==> src/rtl/dac_slew_feeder.sv <==
// Sample-strobe generator and slew-limited data driver for the sigma-delta DAC stage.
// Data steps toward a loaded target by at most `step` per strobe, so setpoint changes never jump.
module dac_slew_feeder #(
  parameter int WIDTH = 8,
  parameter int DIV_WIDTH = 16,
  parameter logic [WIDTH-1:0] INIT_VALUE = '0
) (
  input  logic                 clk,
  input  logic                 rst,
  input  logic [DIV_WIDTH-1:0] div,
  input  logic                 load,
  input  logic [WIDTH-1:0]     target_in,
  input  logic [WIDTH-1:0]     step_in,
  output logic [WIDTH-1:0]     data,
  output logic                 ena,
  output logic                 busy,
  output logic                 done
);

  typedef enum logic {IDLE, RAMP} state_t;

  state_t               state;
  logic [DIV_WIDTH-1:0] cnt;
  logic [WIDTH-1:0]     target;
  logic [WIDTH-1:0]     step;
  logic                 tick;
  logic [WIDTH:0]       diff;
  logic [WIDTH:0]       mag;
  logic                 reach;

  assign tick = (cnt == '0);

  // diff is two's complement in WIDTH+1 bits; its top bit is the direction of travel.
  always_comb begin
    diff  = {1'b0, target} - {1'b0, data};
    mag   = diff[WIDTH] ? (~diff + 1'b1) : diff;
    reach = (step == '0) || (mag <= {1'b0, step});
  end

  // busy is the registered image of state == RAMP and serves as the state observation point.
  always_ff @(posedge clk or posedge rst) begin
    if (rst) begin
      cnt    <= '0;
      ena    <= 1'b0;
      data   <= INIT_VALUE;
      target <= INIT_VALUE;
      step   <= '0;
      state  <= IDLE;
      busy   <= 1'b0;
      done   <= 1'b0;
    end else begin
      ena  <= tick;
      done <= 1'b0;
      cnt  <= tick ? div : cnt - 1'b1;

      if (tick && state == RAMP) begin
        if (reach) begin
          data  <= target;
          state <= IDLE;
          busy  <= 1'b0;
          done  <= 1'b1;
        end else if (!diff[WIDTH]) begin
          data <= data + step;
        end else begin
          data <= data - step;
        end
      end

      // A load on a tick lets the tick finish with the old values and defers completion to the next tick.
      if (load) begin
        target <= target_in;
        step   <= step_in;
        if (tick) begin
          state <= RAMP;
          busy  <= 1'b1;
          done  <= 1'b0;
        end else if (target_in != data) begin
          state <= RAMP;
          busy  <= 1'b1;
        end else begin
          state <= IDLE;
          busy  <= 1'b0;
          done  <= 1'b1;
        end
      end
    end
  end

endmodule

==> config.mk <==
export PLATFORM = sky130hd
export DESIGN_NAME = dac_slew_feeder
export DESIGN_NICKNAME = d
export VERILOG_FILES = /design/src/rtl/dac_slew_feeder.sv
export SDC_FILE = /design/constraint.sdc
export NUM_CORES = 1
export LEC_CHECK = 0
export ABC_CLOCK_PERIOD_IN_PS = 4900
export CORE_MARGIN = 2
export CORE_UTILIZATION = 43
export CTS_BUF_LIST = sky130_fd_sc_hd__clkbuf_4
export CTS_CLUSTER_SIZE = 14
export DETAILED_ROUTE_END_ITERATION = 12
export PLACE_DENSITY = 0.66
export REMOVE_ABC_BUFFERS = 1
export SYNTH_ARGS = -nofsm -noshare
export SYNTH_HDL_FRONTEND = slang
export SYNTH_SLANG_ARGS = --single-unit
==> constraint.sdc <==
create_clock -name clk -period 4.9 [get_ports clk]
set_input_delay 0.735 -clock clk [delete_from_list [all_inputs] [get_ports clk]]
set_output_delay 0.735 -clock clk [all_outputs]
set_load 0.05 [all_outputs]
# After elaboration in Yosys (flattened, before gate mapping)
# Cells that the tools add are included.
[totals]
ff_bits = 43
in_bits = 35
out_inout_bits = 11
elab_cells = 36
[op_classes]
add_sub_neg = 5
order_cmp = 1
n_eq_ne = 1
muxes = 14
bitwise = 1
reduce_logical = 7
[ops]
columns = ["cell", "count"]
rows = [
  ["logical NOT 16 bit", 1],
  ["2-to-1 mux 16 bit", 1],
  ["2-to-1 mux 8 bit", 2],
  ["subtractor 16 x 1 -> 16 bit (second input constant)", 1],
  ["2-to-1 mux 1 bit", 10],
  ["adder 9 x 1 -> 9 bit (second input constant)", 1],
  ["less-or-equal comparator 9 x 8 -> 1 bit", 1],
  ["2-to-1 mux 9 bit", 1],
  ["inverter 9 bit", 1],
  ["subtractor 8 x 8 -> 9 bit", 1],
  ["adder 8 bit", 1],
  ["logical NOT 8 bit", 1],
  ["!= test 8 bit", 1],
  ["subtractor 8 bit", 1],
  ["nonzero test 2 bit", 2],
  ["AND reduction 2 bit", 1],
  ["logical AND 1 bit", 1],
  ["logical OR 1 bit", 1],
]

# Logic depth before layout (Yosys ltp)
[depth]
ltp_word = 11
ltp_mapped = 21
mapped_depth_nobuf = 20

# Least setup slack after synthesis
# No wires, ideal clock.
[synth_path]
path_kind = "register to register"
startpoint = "reg data[1]"
endpoint = "reg data[0]"
setup_ns = 0.125
t_arrival_ns = 4.126
required_ns = 4.775
setup_slack_ns = 0.649
path_stages_with_launch = 20
path_buffers = 1
period_less_slack_ns = 4.251
path_cell_list = "dfrtp_1 -> inv_1 -> fa_1 -> a21oi_1 -> o22ai_1 -> or3_1 -> and2_2 -> nor2_1 -> a21oi_1 -> xnor2_1 -> ha_1 -> and3_1 -> nand3_1 -> a21oi_1 -> nor2_1 -> a211oi_1 -> or2_1 -> buf_6 -> a21oi_2 -> mux2_2"
[synth_via]
elab_chain_cells = 7
elab_cells_between_ends = 8
classes_between = "2 x add/sub; 1 x order compare; 3 x mux; 1 x bitwise; 1 x reduce/logical"
[synth_rtl]
columns = ["item", "line_no", "rtl"]
rows = [
  ["start: declaration", "14", "output logic [WIDTH-1:0] data,"],
  ["start signal: assignment", "58", "data <= target;"],
  ["start signal: assignment", "63", "data <= data + step;"],
  ["start signal: assignment", "65", "data <= data - step;"],
  ["subtractor 8 x 8 -> 9 bit *", "35", "diff = {1'b0, target} - {1'b0, data};"],
  ["inverter 9 bit", "36", "mag = diff[WIDTH] ? (~diff + 1'b1) : diff;"],
  ["adder 9 x 1 -> 9 bit", "36", ""],
  ["2-to-1 mux 9 bit", "36", ""],
  ["less-or-equal comparator 9 x 8 -> 1 bit", "37", "reach = (step == '0) || (mag <= {1'b0, step});"],
  ["logical OR 1 bit", "37", ""],
  ["2-to-1 mux 8 bit *", "57", "if (reach) begin"],
]
# Mark *: on every way between the ends. The rest lies on a longest branch, timed or not.
# A chain may end at the register's enable or synchronous reset.

# Worst setup path after layout
# Same ends and word-level chain as after synthesis.

==> results.md <==
* Result of the run: complete, no violations
* Synth unique cells at 46
* Buffers added on ports at 45
* Area growth from synthesis to final layout at 20.0%
* CP Launch Type: flip-flop
* CTS tree: yes
* Fraction of synthesized area in multiplexers at 0.0479
* Last weighted congestion value of the routability-driven placer at 0.853
* Total Routing Usage GR at 0.182
* Compound-Gate Fraction of Synth Area at 0.162
* Total power at ~1.5 mW
* Total number of vias at about 2.6k
* Simple-gate share of the synthesized area at 0.168
* Horizontal die dimension at roughly 90 um
* Number of storage elements in the synthesis netlist at 43
* Ports placed on the boundary at 46
* Final setup TNS at 0 ns
* Proportion of layout cells with a drive suffix above 1 at 0.0746
* Worst slack on hold paths at 0.515 ns
* Xor/xnor share of the synthesized area at 0.114
* Maximum level of the CTS H-tree at 2
* # resized after CTS at 0
* Root Buffer Master: sky130_fd_sc_hd__clkbuf_4
* Later-pin clock latency in the skew report at 0.34 ns
* Fillers at 680
* Critical Path AT at 4.79 ns
* Cell types with the highest counts after synthesis: sky130_fd_sc_hd__dfrtp_1, sky130_fd_sc_hd__nor2_1, sky130_fd_sc_hd__inv_1
* Chip height at about 90 um
* Static Leak at ~1.6 nW
* Post-synthesis instance total at 356
* Antenna violations before repair at 0
* R2R cell count at 18
* Final Routed Wirelength at 6860 um
* Required @ worst endpoint at 5.14 ns
* Largest net degree at the start of global routing at 44
* Yosys top cell by area: sky130_fd_sc_hd__dfrtp_1
* Number of pins with negative max-slew slack in the final report at 0
* Worst Min Path Start: cnt[0]
* Maximum operating frequency at 220 MHz
* Clock slew seen by the registers of the worst setup and hold paths at around 0.14 ns
* Count of flip-flops with a built-in enable after synthesis at 0
* Area of placed instances at roughly 3700 um^2
* CTS Hold Buffers Added at 0
* Number of nets in the final layout at 465
* Standard-cell rows at 31
* FF-to-FF End: data[0]
* Top cells by area, synth: sky130_fd_sc_hd__dfrtp_1, sky130_fd_sc_hd__ha_1, sky130_fd_sc_hd__xnor2_1, sky130_fd_sc_hd__a21oi_1, sky130_fd_sc_hd__nor2_1
* Number of sinks driven by the clock tree at 43
* Detailed Route Iter0 Violations at 111
* Cts bufs inserted at 5
* Power density cells at about 400 nW/um^2
* Unrepaired setup endpoints after global routing: no
* Length of the first detailed-routing pass in iterations at 4
* First-pass GRT wire length at 12,200 um
* Kind of end point of the critical path: flip-flop
* Max rail drop VDD at 0.182 mV
* Proportion of synthesized flip-flops having asynchronous set or reset at 1.00
* Register-to-register path setup slack at 0.35 ns
* Final Hold Violating Endpoints at 0
* Hold EP: cnt[0]
* Average cell area after synthesis at 8.88 um^2
* Total gr overflow at 0
* Fraction of post-synthesis cell area in the top cell type by area at 0.340
* Sequential cell area fraction in the yosys report at 0.340
* Post-CTS setup buffers at 0
* Via count of the first global-routing pass at between 2k and 3k
* Most numerous cell in the Yosys netlist: sky130_fd_sc_hd__dfrtp_1
* Main combinational cell family by area after synthesis: simple AND/OR/NAND/NOR gates
* Number of stages on the worst hold path at 1
* Classification of the worst setup path: flip-flop to flip-flop
* Commonest register cell after synthesis: sky130_fd_sc_hd__dfrtp_1
* Final Critical Period at 4.55 ns
* CORE AREA at 7180 um^2
* Ratio of final minimum period to clock period at 0.928
* Post-synthesis cell area at 3160 um^2
* Max_slew headroom at 0.338
* Max-capacitance violation count at 0
* Design Area, Final at around 3800 um^2
* Hold Path Class: flip-flop to flip-flop
* DRC at 0
* Synth warn at 0
* Per-cell routed wire length at 13.7 um
* Synth Area in Adders at 0.120
* Largest fanout of any net on the critical path at 7
* Clock Path Buffers at 2
* Count of antenna-violating nets left after detailed routing at 0
* Post-detailed-route via-to-cell ratio at 5.18
* Worst Skew at 0.0159 ns
* Full die area at 8050 um^2
* Final setup violation count at 0
* Sum of net half-perimeters after detailed placement at about 5400 um
* Worst-Margin Slew at approximately 0.99 ns
* Critical R2R Launch: data[1]
* Initial Util at 0.440
* Count of antenna diodes in the layout at 0
[worst max path at each step]
stage,end,from,cells past startpoint,slack [ns]
CTS,data[0],data[1],18,0.34
floorplan,data[0],data[1],18,0.57
finish,data[0],data[1],18,0.35
global route,data[4],data[1],18,0.08
global placement,data[0],data[1],18,0.45
detailed placement,data[0],data[1],18,0.39
[registers in the layout, summed over array words and instances (netlist names)]
signal / count
state: 1
step: 8
data: 8
ena: 1
cnt: 16
target: 8
done: 1
[power breakdown]
group,internal [mW],leakage [nW],switching [mW]
logic,0.383,1.05,0.434
registers,0.419,0.527,0.0657
clock network,0.108,0.0452,0.121
total,0.909,1.62,0.621
[logic make-up after synthesis]
kind of cell               after synthesis
muxes                                   14
buffers and inverters                   39
DFF                                     43
adders and majority gates               29
and+or+nand+nor                        106
AOI/OAI and AO/OA                       84
xor gates and xnor gates                41
[layout make-up]
class | count | area [um^2] | share of cell area
well taps | 99 | 124 | 0.0327
multi-input cells | 274 | 1930 | 0.510
flip-flops and latches | 43 | 1080 | 0.284
inverters | 30 | 113 | 0.0297
clock inverters | 3 | 43.8 | 0.0115
repair buffers | 47 | 465 | 0.123
clock buffers | 5 | 37.5 | 0.00989
[critical path, stage by stage (launching register included)]
cell	delay (ns)
sky130_fd_sc_hd__dfrtp_1	0.52
sky130_fd_sc_hd__inv_1	0.13
sky130_fd_sc_hd__fa_1	0.47
sky130_fd_sc_hd__a21oi_1	0.25
sky130_fd_sc_hd__o21ai_0	0.14
sky130_fd_sc_hd__xnor2_1	0.33
sky130_fd_sc_hd__nand3_2	0.18
sky130_fd_sc_hd__nor2_1	0.13
sky130_fd_sc_hd__a21oi_1	0.08
sky130_fd_sc_hd__xnor2_1	0.16
sky130_fd_sc_hd__ha_1	0.31
sky130_fd_sc_hd__and3_1	0.15
sky130_fd_sc_hd__nand3_1	0.11
sky130_fd_sc_hd__a21oi_1	0.14
sky130_fd_sc_hd__nor2_1	0.05
sky130_fd_sc_hd__a211oi_1	0.52
sky130_fd_sc_hd__or2_1	0.42
sky130_fd_sc_hd__a21oi_2	0.09
sky130_fd_sc_hd__mux2_2	0.26
[layer usage]
metal / global-route usage / part of all wire / vias up
li1: - / - / 1331
met2: 0.295 / 0.47 / 47
met3: 0.0327 / 0.042 / 0
met4: 0.0397 / 0 / 0
met5: 0 / 0 / -
met1: 0.255 / 0.49 / 1217
[stage by stage]
| step | instances | util | setup WS (ns) |
|---|---|---|---|
| after floorplan | 347 | - | 0.566 |
| after global placement | 493 | 0.517 | 0.453 |
| after detailed placement | 493 | 0.517 | 0.394 |
| after CTS | 501 | 0.528 | 0.337 |
| after global routing | 501 | 0.529 | 0.0760 |
| final | 501 | 0.529 | 0.352 |
[cell usage in the layout, fill, tap and decap left out, drive strengths merged, types with 2 or more instances in the layout]
cell type / netlist / final
clkdlybuf4s50: 0 / 45
nand3: 7 / 7
nor4: 7 / 7
ha: 27 / 27
mux2i: 5 / 5
xnor2: 28 / 28
fa: 2 / 2
or3: 3 / 3
o21a: 3 / 3
a21o: 3 / 3
buf: 1 / 2
nand2: 27 / 27
and2: 2 / 2
a31oi: 4 / 4
a211oi: 7 / 7
o21bai: 2 / 2
and3: 4 / 4
xor2: 13 / 13
inv: 30 / 29
nor2b: 5 / 5
clkinv: 0 / 3
nand3b: 2 / 2
a311oi: 2 / 2
a21oi: 29 / 29
nor2: 34 / 34
dfrtp: 43 / 43
nand4: 3 / 3
nor3: 8 / 8
o21ai: 26 / 26
mux2: 9 / 9
clkbuf: 8 / 5
a211o: 2 / 2
No activity file was read; power rests on OpenSTA's default activity.
